### src/rtl/coder_4_2_serial_pkg.sv
// Shared widths, types and decode helper for coder_4_2_serial.
package coder_4_2_serial_pkg;
  localparam int INDEX_W = 2;
  localparam int CODE_W  = 4;

  typedef logic [INDEX_W-1:0] index_t;
  typedef logic [CODE_W-1:0]  code_t;

  localparam code_t RESULT_RST = 4'b0000;

  function automatic code_t onehot(input index_t idx);
    code_t r;
    r      = '0;
    r[idx] = 1'b1;
    return r;
  endfunction
endpackage

### src/rtl/coder_4_2_serial_if.sv
// Request/result bundle for coder_4_2_serial; encoder signals present only
// when CODER_4_2_SERIAL_ENCODE_EN is defined.
interface coder_4_2_serial_if;
  import coder_4_2_serial_pkg::*;

  logic   en;
  index_t index;
  code_t  result;
  logic   valid;
`ifdef CODER_4_2_SERIAL_ENCODE_EN
  code_t  code;
  index_t enc_index;
  logic   enc_hit;
  logic   enc_multi;
`endif

`ifdef CODER_4_2_SERIAL_ENCODE_EN
  modport master (output en, index, code, input result, valid, enc_index, enc_hit, enc_multi);
  modport slave  (input en, index, code, output result, valid, enc_index, enc_hit, enc_multi);
`else
  modport master (output en, index, input result, valid);
  modport slave  (input en, index, output result, valid);
`endif
endinterface

### src/rtl/coder_4_2_serial_prienc.sv
// Combinational 4-to-2 priority encoder, highest set bit wins, with hit/multi flags.
module coder_4_2_serial_prienc
  import coder_4_2_serial_pkg::*;
(
  input  code_t  code,
  output index_t enc_index,
  output logic   enc_hit,
  output logic   enc_multi
);
  logic [2:0] ones;

  always_comb begin
    enc_index = '0;
    ones      = '0;
    // Ascending scan so the last (highest) set bit overwrites lower ones.
    for (int unsigned i = 0; i < CODE_W; i++) begin
      if (code[i]) begin
        enc_index = index_t'(i);
        ones      = ones + 3'd1;
      end
    end
    enc_hit   = (ones != 3'd0);
    enc_multi = (ones > 3'd1);
  end
endmodule

### src/rtl/coder_4_2_serial.sv
// Registered 2-to-4 one-hot decoder; optional registered priority encoder
// enabled by CODER_4_2_SERIAL_ENCODE_EN.
module coder_4_2_serial
  import coder_4_2_serial_pkg::*;
(
  input  logic               clk,
  input  logic               reset,
  coder_4_2_serial_if.slave  bus
);
  always_ff @(posedge clk) begin
    if (!reset) begin
      bus.result <= RESULT_RST;
      bus.valid  <= 1'b0;
    end else begin
      bus.valid  <= bus.en;
      bus.result <= bus.en ? onehot(bus.index) : RESULT_RST;
    end
  end

`ifdef CODER_4_2_SERIAL_ENCODE_EN
  index_t enc_index_c;
  logic   enc_hit_c;
  logic   enc_multi_c;

  coder_4_2_serial_prienc u_prienc (
    .code      (bus.code),
    .enc_index (enc_index_c),
    .enc_hit   (enc_hit_c),
    .enc_multi (enc_multi_c)
  );

  always_ff @(posedge clk) begin
    if (!reset) begin
      bus.enc_index <= '0;
      bus.enc_hit   <= 1'b0;
      bus.enc_multi <= 1'b0;
    end else begin
      bus.enc_index <= enc_index_c;
      bus.enc_hit   <= enc_hit_c;
      bus.enc_multi <= enc_multi_c;
    end
  end
`endif
endmodule

### src/flat_wrapper.sv
// flat-port wrapper written by rule: the top's interface ports become plain ports
module coder_4_2_serial_flat import coder_4_2_serial_pkg::*;
  (clk, reset, bus_en, bus_index, bus_result, bus_valid);
  coder_4_2_serial_if bus_i ();
  input  logic clk;
  input  logic reset;
  input wire logic [$bits(bus_i.en)-1:0] bus_en;
  input wire logic [$bits(bus_i.index)-1:0] bus_index;
  output wire logic [$bits(bus_i.result)-1:0] bus_result;
  output wire logic [$bits(bus_i.valid)-1:0] bus_valid;
  assign bus_i.en = bus_en;
  assign bus_i.index = bus_index;
  assign bus_result = bus_i.result;
  assign bus_valid = bus_i.valid;
  coder_4_2_serial u_core (.clk(clk), .reset(reset), .bus(bus_i));
endmodule
### config.mk
export PLATFORM = sky130hd
export DESIGN_NAME = coder_4_2_serial_flat
export DESIGN_NICKNAME = d
export VERILOG_FILES = /design/src/rtl/coder_4_2_serial_pkg.sv /design/src/rtl/coder_4_2_serial_if.sv /design/src/rtl/coder_4_2_serial_prienc.sv /design/src/rtl/coder_4_2_serial.sv /design/src/flat_wrapper.sv
export SDC_FILE = /design/constraint.sdc
export NUM_CORES = 1
export LEC_CHECK = 0
export ABC_AREA = 1
export ABC_CLOCK_PERIOD_IN_PS = 850
export CAP_MARGIN = 20
export CORE_AREA = 8 8 45 47
export DETAILED_ROUTE_END_ITERATION = 8
export DIE_AREA = 0 0 53 55
export MAX_ROUTING_LAYER = met4
export PLACE_DENSITY = 0.33
export SYNTH_ARGS = -nofsm -noshare
export SYNTH_HDL_FRONTEND = slang
export SYNTH_SLANG_ARGS = --single-unit
### constraint.sdc
create_clock -name clk -period 0.85 [get_ports clk]
set_clock_uncertainty 0.15 [all_clocks]
set_input_delay 0.17 -clock clk [delete_from_list [all_inputs] [get_ports clk]]
set_output_delay 0.17 -clock clk [all_outputs]
set_load 0.01 [all_outputs]
==> impl_metrics.yaml, run 1 <==
run_status:
  outcome: "finished, violations left"
  violations: "negative setup slack"
placed_design:
  place.gp.congestion: 0.7018
  io_buffers: 9
  dpl_worst_slack_ns: -0.2942
route:
  vias: 129
  drtIter0Drc: 2
  wl_per_cell_um: 6.913
  drt.antenna.violating_nets: 0
  drt-total-wl_um: 318
  via_per_inst: 2.804
  drcViolationCount: 0
  drt-pass1-iter-count: 3
clock_tree:
  cts_made_buffers: 3
  cts_sinks: 5
  clk_path_buf_depth: 2
  cts_root_buffer: "clkbuf_4"
  htreeDepth: 1
  cts_tree: "yes"
  clkSlewWorstSetupHoldPaths_ns: 0.04
  cts_setup_buffers: 0
cells_and_area:
  areaGrowthSynthToFinish_pct: 88.98
  final_core_util_pct: 20.16
  finalNetCount: 36
  final_cell_mix: "nand2_1 (4), nor2_1 (4)"
  drive_above_1_share_pct: 36.67
  antenna_cells: 0
timing:
  rsz0062_at_grt: "true"
  post-route-period-util_pct: 114.5
  setup-violations-final: 5
  finalMaxSlewViolations: 0
  hold_viol: 0
  max_freq_mhz: 1027
  slew_headroom_pct: 92.37
  worst_pin_slew_ns: 0.1142
  setup_ws_ns: -0.1233
  fin_crit_ns: 0.9733
floorplanning:
  start_util_pct: 10.67
  core_area_um2: 1384
  num_io_pins: 10
  die_area_um2: 2915
  num_rows: 14
  die_x_um: 53
  die_h_um: 55
worst_setup_path:
  path_max_fanout: 1
  slowest_stage: "dfxtp_2"
  end_kind: "primary output"
  cp-start-kind: "flip-flop"
  crit_chain: "buf_6"
  cp.arrival_ns: 0.65
  crit_family: "flip-flops"
  critPathBufInv: 1
  worst-setup-path-type: "flip-flop to primary output"
  max_stage_delay_ns: 0.31
  required_ns: 0.53
synth:
  synth_cell_types: 5
  netlist_instances: 17
  avgSynthCellArea_um2: 8.685
  ys_seq_area_share_pct: 67.80
  ys_ff_latch: 5
  synthesis.nets: 22
  synth_area_um2: 147.6
  ys_warn_count: 0
power_and_ir_drop:
  p_leak_uw: 0.0001541
  power_uw: 557.5
  vdd_drop_max_mv: 0.3232
  p_per_area_nw_per_um2: 1998
global_routing:
  grt_pass1_vias: 129
  antenna_found_initial: 0
  grt_overflow: 0
  grt_pass1_wl_um: 462
  grt_max_degree: 6
  track_usage_pct: 2.590
hold_path:
  holdCritPathClass: "input pin to flip-flop"
run:
  cap_violations: 0
metrics by stage:
stage               instance area (um^2)  cells  setup TNS, ns  hold WS [ns]
detailed placement                 257.7     42         -2.491        0.6200
finish                             279.0     46        -0.5986       0.05912
CTS                                259.0     46        -0.6932        0.3624
floorplan                          147.6     17              0        0.1338
global route                       279.0     46        -0.7645       0.08743
global placement                   257.7     42         -2.469        0.6184
flip-flops by register name, summed over array words and instances (netlist names):
register	cells
u_core.bus.valid	1
u_core.bus.result	4
per-layer routing:
layer  part of all wire, %  global-route usage (%)
met4                     0                   5.172
met3                    12                   1.872
met1                    53                   2.888
met5                     0                       -
met2                    35                   1.563
report_power, final:
group / switching (uW) / internal [uW]
Clock: 87.5 / 177
Sequential: 1.96 / 244
Combinational: 20.3 / 27.4
cell usage after synthesis, drive strengths merged:
| library cell | count | share of area (%) |
|---|---|---|
| inv | 3 | 7.6 |
| nand2 | 5 | 14 |
| nor2 | 4 | 10 |
| dfxtp | 5 | 68 |
repair_timing:
item                                   CTS  global route
resized for setup                       20             6
endpoints found under the hold margin    0             0
setup endpoints to repair                5             8
hold buffers                             0             0
cells by family (layout without fill, tap and decap cells):
family	Yosys count	in the layout	synth area share, %
DFF	5	5	67.80
buffers and inverters	3	16	7.627
and+or+nand+nor	9	9	24.57
area by class of cell:
class	count	area [um^2]
Timing Repair Buffer	9	82.58
Multi-Input combinational cell	9	36.28
Inverter	3	11.26
Clock buffer	4	26.28
Tap cell	16	20.02
Sequential cell	5	102.6
Fill cell	158	1105
worst paths after layout:
path,startpoint,end,slack [ns],depth (start not counted)
worst max-delay path,u_core.bus.result[1]$_SDFF_PN0_,bus_result[1],-0.12,1
worst min-delay path,bus_index[0],u_core.bus.result[1]$_SDFF_PN0_,0.06,3
Power figures use the tool's default switching activity.
==> inputs of run 2 (changes only) <==
CTS_BUF_LIST = sky130_fd_sc_hd__clkbuf_16   (was not set)
==> run 2 against run 1 <==
  * The flow still finishes with violations (negative setup slack)
  * Wire length grew 5.3%
  * Die area did not move
  * First-iteration DRC count unchanged
  * Final area increased by 16%
  * Sequential share of layout area shrank 5.1 points
  * Total power increased by 86%
  * Cell count stayed put
  * Global-route usage rose by 0.34 points
  * Combinational power is 4% lower
  * Via count rose by 4.7%
==> impl_metrics.yaml, run 2 (synthesis results as in run 1) <==
timing:
  tns_ns: -0.5265
  setup_ws_ns: -0.1098
  post-route-period-util_pct: 112.9
  worst_pin_slew_ns: 0.09799
  max_freq_mhz: 1042
  hold_viol: 0
  slew_headroom_pct: 93.47
  finalMaxSlewViolations: 0
  fin_crit_ns: 0.9598
  setup-violations-final: 5
  rsz0062_at_grt: "true"
  holdWs_ns: 0.1917
clock_tree:
  cts_setup_buffers: 0
  cts_made_buffers: 3
  cts_tree: "yes"
  clk_path_buf_depth: 2
  htreeDepth: 1
  cts_root_buffer: "clkbuf_16"
  cts_sinks: 5
  clkSlewWorstSetupHoldPaths_ns: 0.03
  cts_hold_buf: 0
route:
  drt.antenna.violating_nets: 0
  drt-total-wl_um: 335
  drcViolationCount: 0
  wl_per_cell_um: 7.283
  drt-pass1-iter-count: 2
  drtIter0Drc: 2
  via_per_inst: 2.935
  vias: 135
cells_and_area:
  final_cells: 46
  antenna_cells: 0
  finalNetCount: 36
  largest_register_ffs: 4
  drive_above_1_share_pct: 36.67
  final_core_util_pct: 23.42
  largestRegisters: "u_core.bus.result (4), u_core.bus.valid (1)"
  largest_register: "u_core.bus.result"
  final_cell_mix: "nand2_1 (4), nor2_1 (4), inv_1 (4)"
  areaGrowthSynthToFinish_pct: 119.5
floorplanning:
  start_util_pct: 10.67
  num_io_pins: 10
  die_x_um: 53
  die_area_um2: 2915
  die_h_um: 55
  num_rows: 14
  core_area_um2: 1384
worst_setup_path:
  worst-setup-path-type: "flip-flop to primary output"
  cp-start-kind: "flip-flop"
  cp.arrival_ns: 0.64
  critical_path.startpoint: "u_core.bus.result[1]$_SDFF_PN0_"
  end_kind: "primary output"
  max_stage_delay_ns: 0.31
  crit_family: "flip-flops"
  path_max_fanout: 1
  slowest_stage: "dfxtp_2"
  crit_cells: 1
  crit_chain: "buf_6"
  crit_end: "bus_result[1]"
  critPathBufInv: 1
  required_ns: 0.53
power_and_ir_drop:
  p_per_area_nw_per_um2: 3201
  vdd_drop_max_mv: 0.6864
  p_leak_uw: 0.0001658
placed_design:
  dp_cells: 42
  place.gp.congestion: 0.7018
  io_buffers: 9
global_routing:
  grt_pass1_wl_um: 510
  antenna_found_initial: 0
  grt_pass1_vias: 140
  grt_overflow: 0
  track_usage_pct: 2.926
  grt_max_degree: 6
hold_path:
  hold-path-cell-count: 3
  holdCritPathClass: "input pin to flip-flop"
run_status:
  violations: "negative setup slack"
  outcome: "finished, violations left"
run:
  cap_violations: 0
run 2: changes by cell type in the layout (fill, tap and decap cells not counted):
cell | previous run | this run
dlygate4sd2_1 | 0 | 2
clkbuf_16 | 0 | 3
clkbuf_1 | 1 | 0
dlymetal6s2s_1 | 2 | 0
inv_1 | 3 | 4
clkbuf_4 | 3 | 0
run 2: area by class of cell:
type                            instances  area [um^2]
Clock buffer                            3        75.07
Multi-Input combinational cell          9        36.28
Timing Repair Buffer                    9        75.07
Tap cell                               16        20.02
Fill cell                             149         1060
Inverter                                3        11.26
Clock inverter                          1        3.754
Sequential cell                         5        102.6
run 2: worst min path at each step:
stage,from,endpoint
after floorplan,bus_index[1],u_core.bus.result[3]$_SDFF_PN0_
after global placement,bus_index[1],u_core.bus.result[3]$_SDFF_PN0_
after detailed placement,bus_index[0],u_core.bus.result[1]$_SDFF_PN0_
after CTS,bus_index[0],u_core.bus.result[1]$_SDFF_PN0_
after global routing,bus_index[0],u_core.bus.result[1]$_SDFF_PN0_
final,bus_index[1],u_core.bus.result[3]$_SDFF_PN0_
run 2: per-stage QoR:
step           setup WS, ns  cell area, um^2  power [uW]
6_report            -0.1098            324.1        1037
5_1_grt             -0.1329            324.1        1074
4_1_cts             -0.1247            309.0        1049
3_5_place_dp        -0.2942            257.7       303.3
3_3_place_gp        -0.2935            257.7       303.2
2_1_floorplan        0.1992            147.6       265.5
run 2: routing by layer:
metal / track usage, % / wire length, um
met1: 3.187 / 180
met3: 1.872 / 39
met4: 6.466 / 19
met5: - / 0
met2: 1.758 / 96
run 2: what timing repair did:
action	CTS	global route
pin swaps	0	2
resized for setup	22	4
endpoints found under the setup margin	7	6
run 2: where the power goes:
group | leakage, uW | internal (uW) | switching, uW | total, uW
Clock | 0.0000423 | 608 | 138 | 745
Combinational | 0.0000818 | 25.4 | 20.5 | 45.9
Sequential | 0.0000418 | 244 | 2.05 | 246
Total | 0.000166 | 877 | 160 | 1040
==> inputs of run 3 (changes only) <==
SKIP_CTS_REPAIR_TIMING = 1   (was not set)
==> run 3 against run 2 <==
  * The flow still finishes with violations (negative setup slack)
  * Die area unchanged
  * Combinational power increased by 4.4%
  * First-iteration DRC count unchanged
  * Utilization increased by 0.54 points
  * Largest cell class unchanged
==> impl_metrics.yaml, run 3 (synthesis results as in run 1) <==
run_status:
  outcome: "finished, violations left"
  violations: "negative setup slack"
clock_tree:
  clk_path_buf_depth: 2
  clkSlewWorstSetupHoldPaths_ns: 0.03
  htreeDepth: 1
  cts_root_buffer: "clkbuf_16"
  cts_made_buffers: 3
  cts_sinks: 5
  cts_tree: "yes"
hold_path:
  holdCritPathClass: "input pin to flip-flop"
  holdPathEnd: "u_core.bus.result[3]$_SDFF_PN0_"
  hp-start: "bus_index[1]"
  hold-path-cell-count: 3
route:
  vias: 135
  via_per_inst: 2.935
  wl_met1_um: 192
  top_layer: "met4"
  drt.antenna.violating_nets: 0
  wl_met2_um: 98
  drt-total-wl_um: 341
  drt-pass1-iter-count: 2
  met3_length_um: 30
  wl_per_cell_um: 7.413
  drtIter0Drc: 2
  drcViolationCount: 0
worst_setup_path:
  path_max_fanout: 1
  cp-start-kind: "flip-flop"
  required_ns: 0.53
  worst-setup-path-type: "flip-flop to primary output"
  cp.arrival_ns: 0.64
  max_stage_delay_ns: 0.31
  crit_chain: "buf_6"
  critPathBufInv: 1
  slowest_stage: "dfxtp_2"
  crit_family: "flip-flops"
  end_kind: "primary output"
cells_and_area:
  antenna_cells: 0
  areaGrowthSynthToFinish_pct: 124.6
  largest_register: "u_core.bus.result"
  largest_register_ffs: 4
  finalNetCount: 36
  finish.instance_area_um2: 331.6
  nFillCells: 147
  seqCellArea_um2: 102.6
  largestRegisters: "u_core.bus.result (4), u_core.bus.valid (1)"
  drive_above_1_share_pct: 36.67
  final_cell_mix: "nand2_1 (4), nor2_1 (4), inv_1 (4)"
  multiInputGateArea_um2: 36.28
global_routing:
  grt_pass1_vias: 137
  grt_overflow: 0
  grt_max_degree: 6
  antenna_found_initial: 0
  grt_pass1_wl_um: 496
  track_usage_pct: 2.870
floorplanning:
  die_area_um2: 2915
  start_util_pct: 10.67
  core_area_um2: 1384
  die_h_um: 55
  die_x_um: 53
  num_io_pins: 10
  num_rows: 14
power_and_ir_drop:
  power_uw: 1039
  p_per_area_nw_per_um2: 3135
  vdd_drop_max_mv: 0.6945
  p_leak_uw: 0.0001814
timing:
  tns_ns: -0.5265
  hold_viol: 0
  post-route-period-util_pct: 112.9
  setup_ws_ns: -0.1096
  fin_crit_ns: 0.9596
  rsz0062_at_grt: "true"
  slew_headroom_pct: 92.37
  max_freq_mhz: 1042
  setup-violations-final: 5
  holdWs_ns: 0.08101
  worst_pin_slew_ns: 0.1143
  finalMaxSlewViolations: 0
placed_design:
  place.gp.congestion: 0.7018
  placed_area_um2: 257.7
  io_buffers: 9
run:
  cap_violations: 0
==> run 3: cell types whose count changed in the layout (fill, tap and decap cells not counted) <==
| cell | previous run | this run |
|---|---|---|
| dlymetal6s2s_1 | 0 | 2 |
| dlygate4sd2_1 | 2 | 0 |
==> run 3: worst max path at each step <==
stage                                          from            end  cells after the start
CTS                 u_core.bus.result[1]$_SDFF_PN0_  bus_result[1]                      1
global route        u_core.bus.result[3]$_SDFF_PN0_  bus_result[3]                      1
finish              u_core.bus.result[1]$_SDFF_PN0_  bus_result[1]                      1
detailed placement  u_core.bus.result[1]$_SDFF_PN0_  bus_result[1]                      1
floorplan           u_core.bus.result[0]$_SDFF_PN0_  bus_result[0]                      0
global placement    u_core.bus.result[1]$_SDFF_PN0_  bus_result[1]                      1
==> run 3: power by group <==
group          total (uW)  leakage [uW]  switching, uW  internal [uW]
Clock                 745     0.0000423            138            608
Combinational        47.9     0.0000973           20.5           27.4
Sequential            246     0.0000418           2.04            244
==> run 3: metal layers <==
metal,up-vias,global-route usage [%]
met5,-,-
met4,0,6.466
met3,2,1.604
met2,10,1.758
met1,50,3.187
li1,73,-
==> run 3: metrics by stage <==
step,instances,setup slack [ns],util (%)
finish,46,-0.1096,23.96
global route,46,-0.1329,23.96
CTS,46,-0.5364,24.32
detailed placement,42,-0.2942,18.63
global placement,42,-0.2935,18.63
floorplan,17,0.1992,-
==> run 3: layout make-up <==
type	count	share of cell area, %
timing repair buffer	9	24.91
clock inverter	1	1.132
tap	16	6.038
sequential	5	30.94
inverter	3	3.396
multi-input combinational	9	10.94
clock buffer	3	22.64
